## config.mk

```make
export PLATFORM = sky130hd
export DESIGN_NAME = lcd_spi_init_seq
export DESIGN_NICKNAME = d
export VERILOG_FILES = /design/src/rtl/lcd_spi_pkg.sv /design/src/rtl/lcd_init_rom.sv /design/src/rtl/lcd_spi_init_seq.sv
export SDC_FILE = /design/constraint.sdc
export NUM_CORES = 1
export LEC_CHECK = 0
export ABC_AREA = 1
export CAP_MARGIN = 15
export CORE_MARGIN = 2
export CORE_UTILIZATION = 50
export CTS_CLUSTER_SIZE = 40
export DETAILED_ROUTE_END_ITERATION = 8
export PLACE_DENSITY_LB_ADDON = 0.05
export SLEW_MARGIN = 25
export SYNTH_ARGS = -nofsm -noshare
export SYNTH_HDL_FRONTEND = slang
export SYNTH_HIERARCHICAL = 1
export SYNTH_SLANG_ARGS = --single-unit
export TNS_END_PERCENT = 50
```

## constraint.sdc

```tcl
create_clock -name clk_50 -period 3 [get_ports clk_50]
set_input_delay 0.9 -clock clk_50 [delete_from_list [all_inputs] [get_ports clk_50]]
set_output_delay 0.9 -clock clk_50 [all_outputs]
set_load 0.01 [all_outputs]
```

## src/rtl/lcd_spi_pkg.sv

```systemverilog
// Shared types and constants for the LCD SPI init sequencer: state encoding,
// 17-bit init-table entry layout and the built-in default init table.
package lcd_spi_pkg;

  localparam int unsigned WORD_W       = 16;
  localparam int unsigned ENTRY_W      = WORD_W + 1;
  localparam int unsigned DELAY_UNIT   = 1024;
  localparam int unsigned MAX_PAUSE    = (2 ** WORD_W - 1) * DELAY_UNIT;
  // Lead-in low half, 16 high/low pairs, trailing low half before CS rises.
  localparam int unsigned HALF_PERIODS = 2 * WORD_W + 2;

  typedef enum logic [2:0] {
    StIdle,
    StPwrWait,
    StLoad,
    StShift,
    StGap,
    StDelay,
    StDone
  } state_e;

  typedef struct packed {
    logic              is_pause;
    logic [WORD_W-1:0] data;
  } entry_t;

  // Panel bring-up: soft reset, sleep-out, pixel format, display on; unused slots are NOPs.
  function automatic entry_t default_entry(input int unsigned idx);
    logic [ENTRY_W-1:0] e;
    case (idx)
      0:       e = 17'h00001;
      1:       e = 17'h10078;
      2:       e = 17'h00011;
      3:       e = 17'h10078;
      4:       e = 17'h0003A;
      5:       e = 17'h00155;
      6:       e = 17'h00036;
      7:       e = 17'h00100;
      8:       e = 17'h00021;
      9:       e = 17'h00013;
      10:      e = 17'h1000A;
      11:      e = 17'h00029;
      12:      e = 17'h10014;
      default: e = 17'h00000;
    endcase
    return entry_t'(e);
  endfunction

endpackage

```

## src/rtl/lcd_init_rom.sv

```systemverilog
// Synchronous init-table ROM: entry appears one clock after the index is presented.
// Out-of-range indices read back as zero.
module lcd_init_rom
  import lcd_spi_pkg::*;
#(
  parameter int unsigned                  NUM_WORDS = 32,
  parameter int unsigned                  IDX_W     = $clog2(NUM_WORDS + 1),
  parameter bit                           USE_TABLE = 1'b0,
  parameter logic [NUM_WORDS*ENTRY_W-1:0] TABLE     = '0
) (
  input  logic             clk_50,
  input  logic [IDX_W-1:0] index,
  output entry_t           entry
);

  entry_t lookup;

  always_comb begin
    lookup = '0;
    if (32'(index) < NUM_WORDS) begin
      if (USE_TABLE) begin
        lookup = entry_t'(TABLE[32'(index)*ENTRY_W +: ENTRY_W]);
      end else begin
        lookup = default_entry(32'(index));
      end
    end
  end

  always_ff @(posedge clk_50) begin
    entry <= lookup;
  end

endmodule

```

## src/rtl/lcd_spi_init_seq.sv

```systemverilog
// Power-up SPI init sequencer for an LCD panel: waits PWR_DLY, then plays the init table
// as 16-bit SPI words (mode 0, MSB first) and timed pauses. Define LCD_SPI_AUTOSTART_EN to start
// automatically after reset instead of on the start pulse.
module lcd_spi_init_seq
  import lcd_spi_pkg::*;
#(
  parameter int unsigned                  CLK_DIV   = 8,
  parameter int unsigned                  GAP_CYC   = 16,
  parameter int unsigned                  PWR_DLY   = 500000,
  parameter int unsigned                  NUM_WORDS = 32,
  parameter bit                           USE_TABLE = 1'b0,
  parameter logic [NUM_WORDS*ENTRY_W-1:0] TABLE     = '0
) (
  input  logic clk_50,
  input  logic reset_n,
  input  logic start,
  output logic spi_sclk,
  output logic spi_cs_n,
  output logic spi_sdi,
  output logic busy,
  output logic done
);

  localparam int unsigned IDX_W    = $clog2(NUM_WORDS + 1);
  localparam int unsigned DIV_W    = $clog2(CLK_DIV);
  localparam int unsigned HP_W     = $clog2(HALF_PERIODS);
  localparam int unsigned MAX_A    = (PWR_DLY > MAX_PAUSE) ? PWR_DLY : MAX_PAUSE;
  localparam int unsigned MAX_WAIT = (GAP_CYC > MAX_A) ? GAP_CYC : MAX_A;
  localparam int unsigned CNT_W    = $clog2(MAX_WAIT);

  localparam logic [CNT_W-1:0] PWR_LOAD = CNT_W'((PWR_DLY > 0) ? PWR_DLY - 1 : 0);
  localparam logic [CNT_W-1:0] GAP_LOAD = CNT_W'((GAP_CYC > 0) ? GAP_CYC - 1 : 0);
  localparam logic [DIV_W-1:0] DIV_LAST = DIV_W'(CLK_DIV - 1);
  localparam logic [HP_W-1:0]  HP_LAST  = HP_W'(HALF_PERIODS - 1);

  state_e              state_q, state_d;
  logic [IDX_W-1:0]    idx_q, idx_d;
  logic [CNT_W-1:0]    cnt_q, cnt_d;
  logic [DIV_W-1:0]    div_q, div_d;
  logic [HP_W-1:0]     hp_q, hp_d;
  logic [WORD_W-1:0]   sr_q, sr_d;
  logic                sclk_q, sclk_d;
  logic                cs_n_q, cs_n_d;
  logic                sdi_q, sdi_d;
  logic                busy_q, busy_d;
  logic                done_q, done_d;
  logic                advance;
  logic                go;
  logic [CNT_W-1:0]    pause_load;
  entry_t              rom_entry;

`ifdef LCD_SPI_AUTOSTART_EN
  assign go = 1'b1;
`else
  assign go = start;
`endif

  // ROM is addressed with the next index so the entry for idx_q is ready in LOAD.
  lcd_init_rom #(
    .NUM_WORDS (NUM_WORDS),
    .IDX_W     (IDX_W),
    .USE_TABLE (USE_TABLE),
    .TABLE     (TABLE)
  ) u_rom (
    .clk_50 (clk_50),
    .index  (idx_d),
    .entry  (rom_entry)
  );

  // A zero-length pause still spends one cycle in DELAY.
  assign pause_load = (rom_entry.data == '0) ? '0 :
                      CNT_W'(32'(rom_entry.data) * DELAY_UNIT - 32'd1);

  always_comb begin
    state_d = state_q;
    idx_d   = idx_q;
    cnt_d   = cnt_q;
    div_d   = div_q;
    hp_d    = hp_q;
    sr_d    = sr_q;
    advance = 1'b0;

    unique case (state_q)
      StIdle: begin
        if (go) begin
          state_d = StPwrWait;
          cnt_d   = PWR_LOAD;
        end
      end
      StPwrWait: begin
        if (cnt_q == '0) begin
          state_d = StLoad;
          idx_d   = '0;
        end else begin
          cnt_d = cnt_q - 1'b1;
        end
      end
      StLoad: begin
        if (rom_entry.is_pause) begin
          state_d = StDelay;
          cnt_d   = pause_load;
        end else begin
          state_d = StShift;
          sr_d    = rom_entry.data;
          div_d   = '0;
          hp_d    = '0;
        end
      end
      StShift: begin
        if (div_q == DIV_LAST) begin
          div_d = '0;
          if (hp_q == HP_LAST) begin
            state_d = StGap;
            cnt_d   = GAP_LOAD;
          end else begin
            hp_d = hp_q + 1'b1;
            // Leaving a high half: falling edge, present the next bit.
            if (hp_q[0]) begin
              sr_d = {sr_q[WORD_W-2:0], 1'b0};
            end
          end
        end else begin
          div_d = div_q + 1'b1;
        end
      end
      StGap, StDelay: begin
        if (cnt_q == '0) begin
          advance = 1'b1;
        end else begin
          cnt_d = cnt_q - 1'b1;
        end
      end
      StDone: begin
      end
      default: state_d = StIdle;
    endcase

    if (advance) begin
      idx_d   = idx_q + 1'b1;
      state_d = (32'(idx_d) == NUM_WORDS) ? StDone : StLoad;
    end

    // Outputs are registered copies of the next-state decode, so they line up with state_q.
    cs_n_d = (state_d != StShift);
    sclk_d = (state_d == StShift) && hp_d[0] && (hp_d != HP_LAST);
    sdi_d  = (state_d == StShift) && sr_d[WORD_W-1];
    busy_d = !(state_d inside {StIdle, StDone});
    done_d = (state_d == StDone);
  end

  always_ff @(posedge clk_50 or negedge reset_n) begin
    if (!reset_n) begin
      state_q <= StIdle;
      idx_q   <= '0;
      cnt_q   <= '0;
      div_q   <= '0;
      hp_q    <= '0;
      sr_q    <= '0;
      sclk_q  <= 1'b0;
      cs_n_q  <= 1'b1;
      sdi_q   <= 1'b0;
      busy_q  <= 1'b0;
      done_q  <= 1'b0;
    end else begin
      state_q <= state_d;
      idx_q   <= idx_d;
      cnt_q   <= cnt_d;
      div_q   <= div_d;
      hp_q    <= hp_d;
      sr_q    <= sr_d;
      sclk_q  <= sclk_d;
      cs_n_q  <= cs_n_d;
      sdi_q   <= sdi_d;
      busy_q  <= busy_d;
      done_q  <= done_d;
    end
  end

  assign spi_sclk = sclk_q;
  assign spi_cs_n = cs_n_q;
  assign spi_sdi  = sdi_q;
  assign busy     = busy_q;
  assign done     = done_q;

endmodule

```

==> Word level (Yosys, flattened, before mapping) <==
Memories as Yosys holds them, arrays and structs flattened. A register that Yosys moved wholly into a read port is not among the register bits.
Index checks and enable logic that the tools add are counted.
{ "op_classes": {"addsub": 5, "order_cmp": 1, "n_eq_ne": 21, "mux": 32, "reduce_logical": 20} }
{ "op_table": {"columns": ["cell", "count"], "rows": [
  ["$mux 26", 6],
  ["$pmux 26 s4", 1],
  ["$mux 16", 4],
  ["$sub 26x1->26 const B", 2],
  ["$mux 6", 6],
  ["$pmux 16 s2", 1],
  ["$mux 3", 9],
  ["$logic_not 26->1", 1],
  ["$logic_not 16->1", 1],
  ["$eq 3x3->1 const B", 5],
  ["$pmux 3 s5", 1],
  ["$ne 2x2->1 const B", 7],
  ["$add 6x1->6 const B", 2],
  ["$eq 6x6->1 const B", 2],
  ["$pmux 6 s2", 1],
  ["$eq 3x2->1 const B", 3],
  ["$logic_not 3->1", 2],
  ["$lt 6x6->1 const B", 1],
  ["$ne 6x6->1 const B", 1],
  ["$pmux 3 s2", 1],
  ["$reduce_and 6->1", 1],
  ["$reduce_or 3->1", 2],
  ["$reduce_and 5->1", 1],
  ["$reduce_and 2->1", 2],
  ["11 further kinds", 16]
]} }
{ "totals": {"regBits": 81, "mem_bits_ro": 144, "inputBits": 3, "output_inout_bits": 5, "elab_cells": 93, "memories": 1} }
{ "mem_list": {"columns": ["name", "words", "word_bits", "rd", "rd_clocked_by_memory_dff", "wr", "line_no", "rtl"], "rows": [
  ["(name not given)", 16, 9, 1, 1, 0, "lcd_spi_pkg.sv:30", "case (idx)"]
]} }

==> Longest topological paths before layout <==
Gate-level depths: netlist of run 1.
{ "depth": {"word_depth": 8, "mapped_depth": 15, "depth_no_buf": 15} }

==> Cells and area by module <==
Netlist of run 1, hierarchy kept.
{ "by_module_without_submodules": {"columns": ["mod", "n_inst", "cells_each", "area_per_inst_um2", "seq_area_each_um2"], "rows": [
  ["lcd_spi_init_seq", 1, 669, 4438.0, 1627.8],
  ["lcd_init_rom", 1, 69, 528.0, 180.2]
]} }

==> Worst setup path after synthesis of run 1 <==
OpenSTA, ideal clock, no wires.
{ "synth_timing": {"kind": "register to register", "startpoint": "register cnt_q[0]", "endpoint": "register u_rom/entry[16] (netlist name)", "setup_time_ns": 0.109, "arrival_time_ns": 2.350, "required_time_ns": 2.891, "slack_ns": 0.540, "path_stages_with_launch": 15, "n_path_buf": 0, "synth_period_minus_slack_ns": 2.460, "cell_sequence": "dfrtp_1 -> inv_1 -> ha_1 -> inv_1 -> nor2_1 -> nand2_1 -> nor2_1 -> nand3_1 -> o31ai_1 -> inv_2 -> ha_1 -> nand2_1 -> nand3_1 -> nand2_1 -> inv_1"} }
{ "synth_between": {"elab_chain_len": 7, "elab_cells_between_ends": 10, "classes_between": "order compare (1); mux (5); reduce/logical (4)"} }
{ "synth_lines": {"columns": ["element", "line_no", "rtl"], "rows": [
  ["start: declaration", "lcd_spi_init_seq.sv:38", "logic [CNT_W-1:0] cnt_q, cnt_d;"],
  ["start signal: assignment", "lcd_spi_init_seq.sv:167", "cnt_q <= cnt_d;"],
  ["$logic_not 26->1 (*)", "lcd_spi_init_seq.sv:91, lcd_spi_init_seq.sv:127", null],
  ["$mux 6 / $mux 1 (equally long branches)", "lcd_spi_init_seq.sv:91, lcd_spi_init_seq.sv:127", null],
  ["$mux 6 / $mux 1 (equally long branches)", "lcd_spi_init_seq.sv:83", "unique case (state_q)"],
  ["$mux 6 (*)", "lcd_spi_init_seq.sv:138", "if (advance) begin"],
  ["via idx_d[2]", "lcd_spi_init_seq.sv:37", "logic [IDX_W-1:0] idx_q, idx_d;"],
  ["$lt 6x6->1", "lcd_init_rom.sv:20", "if (32'(index) < NUM_WORDS) begin"],
  ["$reduce_and 2->1 (no line)", null, null],
  ["$logic_not 1->1 (no line)", null, null],
  ["end signal: assignment", "lcd_init_rom.sv:30", "entry <= lookup;"],
  ["end: declaration", "lcd_init_rom.sv:13", "output entry_t entry"]
]} }
Mark *: on every way through the listed nets, which the timed path passes. The rest lies on a longest branch.
A chain may end at the register's enable or synchronous reset.

==> Final worst setup path of run 1 <==
{ "layout_timing": {"startpoint": "register cnt_q[0]", "endpoint": "register u_rom/entry[2] (netlist name)"} }
Same word-level chain as after synthesis.

==> impl_metrics.yaml, run 1 <==
synth:
  synth_edf_count: 0
  yosys.cell_count.top_type: "nand2_1"
  yosysSeqAreaShare_pct: 36.4
  synth_top_family_by_area: "simple AND/OR/NAND/NOR gates"
  synth-seq-cells: 74
  syn_area_mm2: 0.00497
  synthSimpleGateAreaFrac_pct: 38.2
  synthCells: 738
  synth_common_cells: "227 x nand2_1, 94 x nand3_1, 91 x nor2_1"
  synthMuxAreaShare_pct: 0
  synthArstFlopShare_pct: 87.8
  avgSynthCellArea_um2: 6.73
  synth_compound_area_share_pct: 9.90
  synth_top_area_cell: "dfrtp_1"
  ys_types: 38
  synth_top_area_share_pct: 32.2
  synth_ff_type: "dfrtp_1"
  synth_fa_ha_area_share_pct: 3.78
  synthXorXnorAreaFrac_pct: 1.76
  synth_area_leaders: "dfrtp_1 32%, nand2_1 17%, nand3_1 9.5%, nor2_1 6.9%, inv_1 6.4%"
  yosys_warnings: 14
worst_setup_path:
  arrival_ns: 2.77
  crit_fanout: 5
  cp.required_ns: 3.25
  worst_setup_path_start_kind: "register"
  endpoint_kind: "register"
  path_class: "register to register"
timing:
  finalSetupViolations: 0
  finClkSkew_ns: 0.00834
  maxSlewViolCount: 0
  max_freq_ghz: 0.397
  tns_ns: 0
  hold_viol: 0
  relSlewSlack_pct: 61.4
  worst_pin_slew_ns: 0.580
  post-route-min-period_ns: 2.52
  rsz0062_at_grt: "no"
  finalCritPeriodShare_pct: 83.9
layout:
  nNetsFinal: 770
  fin_util_pct: 55.3
  fill_cells: 996
  drive_above_1_share_pct: 7.13
  antennaDiodeCount: 0
  syn2layout_area_growth_pct: 8.29
clock_tree:
  clockBufferDepth: 2
  cts.sinks: 74
  clock_tree.root_cell: "clkbuf_8"
  numCtsBuffers: 9
  clock_latency_ns: 0.35
  postCtsHoldBufs: 0
  tritoncts: "yes"
  postCtsSetupRepairBufs: 0
  ctsResizeCount: 0
  htree_levels: 3
  cts.clk_slew.worst_paths_ns: 0.08
global_route:
  grt_overflow_total: 0
  track_usage_pct: 24.6
  grt_pass1_vias: 4466
  antenna_found_initial: 0
  grt_max_degree: 43
  grt_pass1_wl_mm: 21.4
routing:
  vias: 4657
  wl_per_cell_um: 14.1
  drt_wl_total_mm: 12.5
  drcViolationCount: 0
  firstDrtPassIters: 5
  ant_nets: 0
  vias_per_cell: 5.23
  drt_iter0_markers: 240
status:
  status: "complete, no violations"
power_and_ir_drop:
  ir_drop_mv: 0.324
  total_power_w: 0.00376
  p_per_area_mw_per_mm2: 700
  p_leak_nw: 2.74
floorplan:
  core_mm2: 0.00973
  io_pins: 8
  die_w_um: 104
  die_area_mm2: 0.0107
  initial_core_util_pct: 51.0
  die_y_um: 104
  std_cell_rows: 36
placed_design:
  port-buffer-count: 7
  gp_congestion: 0.908
  post-dp-hpwl_mm: 9.50
run:
  cap_violations: 0
hold_path:
  hp-class: "register to register"
[cell families (layout without fill, tap and decap cells)]
kind of cell | Yosys count | count (layout)
compound gates | 79 | 79
buf+inv | 113 | 125
fa+ha+maj | 15 | 15
other cells | 1 | 8
xor+xnor | 10 | 10
flops | 74 | 74
simple gates | 446 | 446
[layout by cell type, fill, tap and decap left out, types with 3 or more instances in the layout]
| master | count |
|---|---|
| xor2_1 | 9 |
| inv_1 | 85 |
| o21ai_0 | 29 |
| conb_1 | 8 |
| dfrtp_1 | 64 |
| clkbuf_8 | 9 |
| o21ai_1 | 5 |
| nand2_2 | 3 |
| inv_2 | 3 |
| nand2_1 | 227 |
| clkdlybuf4s50_1 | 6 |
| o21bai_1 | 3 |
| dfxtp_1 | 9 |
| a21oi_1 | 12 |
| a22o_1 | 3 |
| nand4_1 | 12 |
| buf_4 | 11 |
| nor3_1 | 8 |
| o211ai_1 | 10 |
| nor2_2 | 6 |
| ha_1 | 15 |
| o21ai_2 | 9 |
| nor2_1 | 91 |
| nand3_1 | 94 |
| o22ai_1 | 4 |
[worst paths after layout]
| path | startpoint | to | slack [ns] | cells after the start |
|---|---|---|---|---|
| setup / recovery | cnt_q[0]$_DFFE_PN0P_ | u_rom/entry[2]$_SDFF_PP0_ | 0.48 | 11 |
| hold / removal | sr_q[6]$_DFFE_PN0P_ | sr_q[6]$_DFFE_PN0P_ | 0.49 | 2 |
| hold reg to reg | sr_q[6]$_DFFE_PN0P_ | sr_q[6]$_DFFE_PN0P_ | 0.49 | 2 |
| setup reg to reg | cnt_q[0]$_DFFE_PN0P_ | u_rom/entry[2]$_SDFF_PP0_ | 0.48 | 11 |
| max in group asynchronous | reset_n | spi_cs_n$_DFF_PN1_ | 1.76 | 2 |
| min in group asynchronous | reset_n | hp_q[3]$_DFF_PN0_ | 0.54 | 1 |
[power breakdown]
group	leakage [nW]	internal, W	switching (W)
combinational	1.73	0.000490	0.000924
clock	0.0999	0.000402	0.000386
sequential	0.909	0.00128	0.000282
total	2.74	0.00217	0.00159
[per-stage QoR]
step	instances	hold WS, ns	setup slack (ns)	area [µm²]
3_3_place_gp	874	0.470	0.451	5170
4_1_cts	890	0.495	0.474	5380
3_5_place_dp	874	0.477	0.439	5170
6_report	890	0.494	0.484	5380
2_1_floorplan	745	0.435	0.540	4990
5_1_grt	890	0.526	0.235	5380
[flip-flops by register name (all words and copies together), names as in the netlist, 3 cells and up]
name	cells
state_q	3
hp_q	6
sr_q	16
u_rom/entry	9
div_q	3
cnt_q	26
idx_q	6
[routing by layer]
metal,track usage [%],part of all wire (%),wire (µm),vias to the layer above
met5,0,0,0,-
met4,8.78,1.5,188,0
met3,2.96,4.3,541,12
met2,40.0,45,5690,100
met1,34.0,49,6140,2155
li1,-,-,-,2390
[critical path, cell delays in order (launching register included)]
cell     delay, ns
dfrtp_1       0.38
inv_1         0.15
ha_1          0.21
nand3_1       0.08
nor2_1        0.31
nand3_1       0.15
nor2_1        0.21
a22o_1        0.23
inv_1         0.11
ha_1          0.30
o21ai_0       0.09
nor3_1        0.22
[cell type report]
cell class / instances / area, µm² / area share, %
flip-flops and latches: 74 / 1810 / 33.6
multi-input cells: 558 / 2690 / 50.1
repair buffers: 19 / 168 / 3.12
well taps: 133 / 166 / 3.09
clock inverters: 3 / 21.3 / 0.396
clock buffers: 13 / 181 / 3.37
inverters: 90 / 340 / 6.33
Note: power is estimated with default switching activity, not from simulation.
==> run 2, diff against run 1 <==
- clock period: 3 -> 2.07 ns (I/O delays scaled with it)
==> run 2 against run 1 <==
Sequential cell count is the same; largest power group is now combinational cells; setup slack lost 0.48 ns; final cell count grew 9.0%; clock skew grew 0.0011 ns; clock power grew 65%; utilization grew 9.3 points.
==> impl_metrics.yaml, run 2 (synthesis gave the netlist of run 1 again) <==
status:
  status: "complete, no violations"
routing:
  firstDrtPassIters: 5
  drcViolationCount: 0
  vias_per_cell: 5.29
  drt_wl_total_mm: 14.2
  ant_nets: 0
  drt_iter0_markers: 254
  wl_per_cell_um: 14.6
  vias: 5129
floorplan:
  std_cell_rows: 36
  io_pins: 8
  die_area_mm2: 0.0107
  die_w_um: 104
  initial_core_util_pct: 51.0
  die_y_um: 104
  core_mm2: 0.00973
timing:
  hold_viol: 0
  finalSetupViolations: 0
  setup_ws_ns: 0.00350
  post-route-min-period_ns: 2.07
  finClkSkew_ns: 0.00945
  max_freq_ghz: 0.484
  rsz0062_at_grt: "yes"
  finalCritPeriodShare_pct: 99.8
  maxSlewViolCount: 0
clock_tree:
  clock_latency_ns: 0.37
  postCtsHoldBufs: 0
  tritoncts: "yes"
  cts.clk_slew.worst_paths_ns: 0.09
  htree_levels: 3
  cts.sinks: 74
  clock_tree.root_cell: "clkbuf_8"
  numCtsBuffers: 9
  clockBufferDepth: 2
global_route:
  track_usage_pct: 27.1
  grt_max_degree: 66
  grt_pass1_wl_mm: 23.5
  grt_overflow_total: 0
  antenna_found_initial: 0
  grt_pass1_vias: 4930
placed_design:
  port-buffer-count: 7
  place_ws_ns: -0.212
  gp_congestion: 0.899
  post-dp-hpwl_mm: 10.3
layout:
  antennaDiodeCount: 0
  largest_register: "cnt_q"
  drive_above_1_share_pct: 22.2
  syn2layout_area_growth_pct: 26.6
  largest_reg_flops: 26
  fill_cells: 880
  final_common_cell: "nand2_1"
  nNetsFinal: 850
  layout_common_cells: "218 x nand2_1, 88 x nand3_1, 85 x buf_4, 79 x inv_1, 75 x nor2_1"
  top_regs: "cnt_q x26, sr_q x16, u_rom/entry x9"
worst_setup_path:
  cp.required_ns: 2.32
  endpoint_kind: "register"
  arrival_ns: 2.31
  path_class: "register to register"
  worst_setup_path_start_kind: "register"
  crit_fanout: 5
power_and_ir_drop:
  ir_drop_mv: 0.606
  total_power_w: 0.00661
  p_leak_nw: 3.17
  p_per_area_mw_per_mm2: 1050
run:
  cap_violations: 0
hold_path:
  hp-class: "primary input to asynchronous set/reset pin"
-- run 2: report_power, final --
part	leakage [nW]	switching (W)	total [W]	internal [W]
clock	0.105	0.000611	0.00130	0.000684
combinational	2.16	0.00176	0.00311	0.00135
sequential	0.906	0.000341	0.00220	0.00186
total	3.17	0.00271	0.00661	0.00390
-- run 2: repair_timing --
| action | CTS | global route |
|---|---|---|
| setup buffers | 10 | 6 |
| cloned | 1 | 0 |
| pin swaps | 18 | 15 |
| resized for setup | 40 | 30 |
| endpoints found under the setup margin | 9 | 15 |
-- run 2: final timing paths --
path | from | endpoint | slack (ns) | cells past startpoint
worst min register to register | sr_q[0]$_DFFE_PN0P_ | sr_q[0]$_DFFE_PN0P_ | 0.50 | 2
worst max-delay path | cnt_q[13]$_DFFE_PN0P_ | u_rom/entry[2]$_SDFF_PP0_ | 0.003 | 9
max in group asynchronous | reset_n | spi_cs_n$_DFF_PN1_ | 1.48 | 2
worst min-delay path | reset_n | hp_q[4]$_DFF_PN0_ | 0.26 | 2
worst max register to register | cnt_q[13]$_DFFE_PN0P_ | u_rom/entry[2]$_SDFF_PP0_ | 0.003 | 9
min in group clk_50 | sr_q[0]$_DFFE_PN0P_ | sr_q[0]$_DFFE_PN0P_ | 0.50 | 2
-- run 2: metal layers --
layer	part of all wire [%]	GRT usage (%)	wire length, µm
met1	47	36.5	6610
met2	47	44.7	6670
met3	3.7	2.89	517
met4	2.6	10.9	363
met5	0	0	0
-- run 2: critical path, stage by stage (launching register included) --
cell and delay, ns:
dfrtp_2 0.46, nor2_4 0.13, nand2_2 0.10, nor2_4 0.19
nand4_4 0.15, a22o_1 0.27, inv_2 0.12, ha_4 0.22
o21ai_1 0.22, nor3_2 0.08
-- run 2: layout make-up --
class / count / area [µm²] / share of cell area, %
clock buffer: 10 / 128 / 2.03
multi-input combinational: 558 / 2950 / 46.9
inverter: 90 / 340 / 5.41
tap: 133 / 166 / 2.65
clock inverter: 6 / 88.8 / 1.41
sequential: 74 / 1810 / 28.8
timing repair buffer: 99 / 805 / 12.8
-- run 2: stage by stage --
step           area (µm²)  utilization (%)  TNS [ns]  hold slack [ns]  std cells
2_1_floorplan        5020                -  -0.00269            0.325        745
3_3_place_gp         5710             58.7     -1.05            0.471        938
3_5_place_dp         5710             58.7     -2.45            0.482        938
4_1_cts              6140             63.1   -0.0168            0.279        965
5_1_grt              6290             64.6    -0.596            0.303        970
6_report             6290             64.6         0            0.264        970
==> run 3, diff against run 2 <==
- SYNTH_HIERARCHICAL: 1 -> unset
==> run 3 against run 2 <==
Sequential share of layout area increased by 2.4 points; clock-buffer cell count is 1 lower; wire length fell by 13%; register-to-register slack about the same; critical path type unchanged; critical endpoint is now u_rom.entry[2]$_SDFF_PN0_; largest power group unchanged.
==> impl_metrics.yaml, run 3 <==
placed_design:
  gp_congestion: 0.896
  post-dp-hpwl_mm: 8.98
  port-buffer-count: 7
  placed_area_mm2: 0.00530
  dp.cells: 812
clock_tree:
  htree_levels: 3
  clock_latency_ns: 0.36
  clockBufferDepth: 2
  cts.clk_slew.worst_paths_ns: 0.09
  postCtsHoldBufs: 0
  numCtsBuffers: 9
  tritoncts: "yes"
  clock_tree.root_cell: "clkbuf_8"
  cts.sinks: 74
worst_setup_path:
  cp.required_ns: 2.36
  crit_fanout: 5
  worst_setup_path_start_kind: "register"
  r2r_end: "u_rom.entry[2]$_SDFF_PN0_"
  critPathMaxStageDelay_ns: 0.40
  endpoint_kind: "register"
  arrival_ns: 2.35
  reg2reg_setup_slack_ns: 0.01
  cpMaxStageDelayCell: "dfrtp_1"
  path_buf_inv: 3
  path_cells: "inv_2 -> ha_4 -> inv_2 -> nor2_2 -> nand3_2 -> nor2_4 -> nand3_4 -> nand2_4 -> o21ai_4 -> buf_6 -> ha_4 -> nand3_2 -> a21oi_2"
  reg2regPathDepth: 13
  path_class: "register to register"
  cpLargestDelayFamily: "simple AND/OR/NAND/NOR gates"
  r2r-start: "cnt_q[1]$_DFFE_PN0P_"
synth:
  synth_top_area_cell: "dfrtp_1"
  synth-seq-cells: 74
  synth_top_family_by_area: "simple AND/OR/NAND/NOR gates"
  synthMuxAreaShare_pct: 0
  synth_fa_ha_area_share_pct: 4.04
  synthXorXnorAreaFrac_pct: 1.70
  synthArstFlopShare_pct: 87.8
  ys_types: 44
  syn-num-nets: 660
  synthCells: 642
  synth_common_cells: "164 x nand2_1, 86 x inv_1, 64 x dfrtp_1, 64 x nor2_1, 56 x nand3_1"
  syn_area_mm2: 0.00464
  synthSimpleGateAreaFrac_pct: 34.9
  avgSynthCellArea_um2: 7.23
  synth_area_leaders: "dfrtp_1 34%, nand2_1 13%, inv_1 7.0%, nand3_1 6.0%, nor2_1 5.2%"
  synth_edf_count: 0
  synth_ff_type: "dfrtp_1"
  yosysSeqAreaShare_pct: 38.9
  synth_compound_area_share_pct: 11.4
  yosys_warnings: 0
  synth_top_area_share_pct: 34.5
  yosys.cell_count.top_type: "nand2_1"
global_route:
  track_usage_pct: 25.9
  grt_pass1_vias: 4411
  grt_pass1_wl_mm: 20.5
  grt_overflow_total: 0
  antenna_found_initial: 0
  grt_max_degree: 66
timing:
  finClkSkew_ns: 0.00893
  finalCritPeriodShare_pct: 99.5
  worst_pin_slew_ns: 0.400
  rsz0062_at_grt: "yes"
  max_freq_ghz: 0.486
  hold_viol: 0
  maxSlewViolCount: 0
  post-route-min-period_ns: 2.06
  relSlewSlack_pct: 73.2
  finalSetupViolations: 0
routing:
  firstDrtPassIters: 4
  ant_nets: 0
  drt_wl_total_mm: 12.4
  wl_per_cell_um: 14.8
  vias: 4409
  vias_per_cell: 5.27
  drt_iter0_markers: 195
  drcViolationCount: 0
status:
  status: "complete, no violations"
layout:
  top_regs: "cnt_q x26, sr_q x16, u_rom.entry x9"
  layout_common_cells: "151 x nand2_1, 77 x inv_1, 63 x dfrtp_1, 63 x buf_4, 60 x nor2_1"
  final_cells: 836
  largest_register: "cnt_q"
  syn2layout_area_growth_pct: 24.8
  antennaDiodeCount: 0
  final_common_cell: "nand2_1"
  largest_reg_flops: 26
  fin_area_mm2: 0.00579
  drive_above_1_share_pct: 25.2
  fin_util_pct: 63.6
  nNetsFinal: 738
floorplan:
  die_w_um: 100
  io_pins: 8
  initial_core_util_pct: 51.0
  std_cell_rows: 35
  die_area_mm2: 0.0101
  die_y_um: 100
  core_mm2: 0.00911
power_and_ir_drop:
  p_per_area_mw_per_mm2: 845
  ir_drop_mv: 0.441
  p_leak_nw: 2.74
run:
  cap_violations: 0
hold_path:
  hp-class: "primary input to asynchronous set/reset pin"
==> run 3: changes by cell type after synthesis, moves of 9 or more <==
| cell | change |
|---|---|
| nand2_1 | -63 |
| nand3_1 | -38 |
| nor2_1 | -27 |
| nor2_4 | +9 |
| o21ai_0 | +11 |
==> run 3: per-layer routing <==
metal	GRT usage, %	vias up	part of all wire [%]
met2	43.9	104	49
met5	0	-	0
met4	10.3	0	2.9
li1	-	2225	-
met3	4.81	33	4.3
met1	32.6	2047	44
==> run 3: layout make-up <==
type	instances	area (µm²)
Fill cell	812	3310
Multi-Input combinational cell	461	2620
Sequential cell	74	1810
Timing Repair Buffer	77	643
Inverter	97	374
Tap cell	111	139
Clock buffer	9	124
Clock inverter	7	85.1
==> run 3: how the worst max path moves through the flow <==
stage | startpoint | to | slack (ns) | depth (start not counted)
2_1_floorplan | cnt_q[0]$_DFFE_PN0P_ | u_rom.entry[2]$_SDFF_PN0_ | 0.02 | 14
3_3_place_gp | cnt_q[16]$_DFFE_PN0P_ | u_rom.entry[4]$_SDFF_PN0_ | -0.13 | 12
3_5_place_dp | cnt_q[20]$_DFFE_PN0P_ | u_rom.entry[4]$_SDFF_PN0_ | -0.16 | 12
4_1_cts | cnt_q[0]$_DFFE_PN0P_ | u_rom.entry[4]$_SDFF_PN0_ | 0.01 | 16
5_1_grt | cnt_q[1]$_DFFE_PN0P_ | u_rom.entry[4]$_SDFF_PN0_ | -0.12 | 16
6_report | cnt_q[1]$_DFFE_PN0P_ | u_rom.entry[2]$_SDFF_PN0_ | 0.01 | 13
==> run 3: what timing repair did <==
action | in CTS | in global routing
resized for setup | 11 | 51
setup buffers | 2 | 6
endpoints found under the setup margin | 9 | 22
hold endpoints to repair | 0 | 0
pin swaps | 4 | 18
cloned | 0 | 0
==> run 3: stage by stage <==
step	setup TNS [ns]	setup WS (ns)	hold WS (ns)	power (W)
final	0	0.0111	0.271	0.00490
after global routing	-0.569	-0.120	0.310	0.00523
after CTS	0	0.0112	0.275	0.00482
after detailed placement	-0.779	-0.160	0.476	0.00357
after global placement	-0.365	-0.133	0.467	0.00354
after floorplan	0	0.0225	0.325	0.00286
==> run 3: logic make-up (layout without fill, tap and decap cells) <==
group	count (synthesis)	after routing
and+or+nand+nor	345	345
buffers and inverters	107	190
AOI/OAI and AO/OA	92	92
DFF	74	74
adders and majority gates	15	15
xor gates and xnor gates	9	9
==> run 3: worst register-to-register path: cells and delay by family (launching register included) <==
kind	cells	cell delay, ns
adders and majority gates	2	0.41
buffers and inverters	3	0.26
DFF	1	0.40
AOI/OAI and AO/OA	2	0.25
and+or+nand+nor	6	0.68
==> run 3: where the power goes <==
part / switching [W] / leakage [nW] / internal [W]
Clock: 0.000632 / 0.106 / 0.000580
Combinational: 0.00106 / 1.69 / 0.000809
Sequential: 0.000190 / 0.934 / 0.00163
Total: 0.00188 / 2.74 / 0.00302
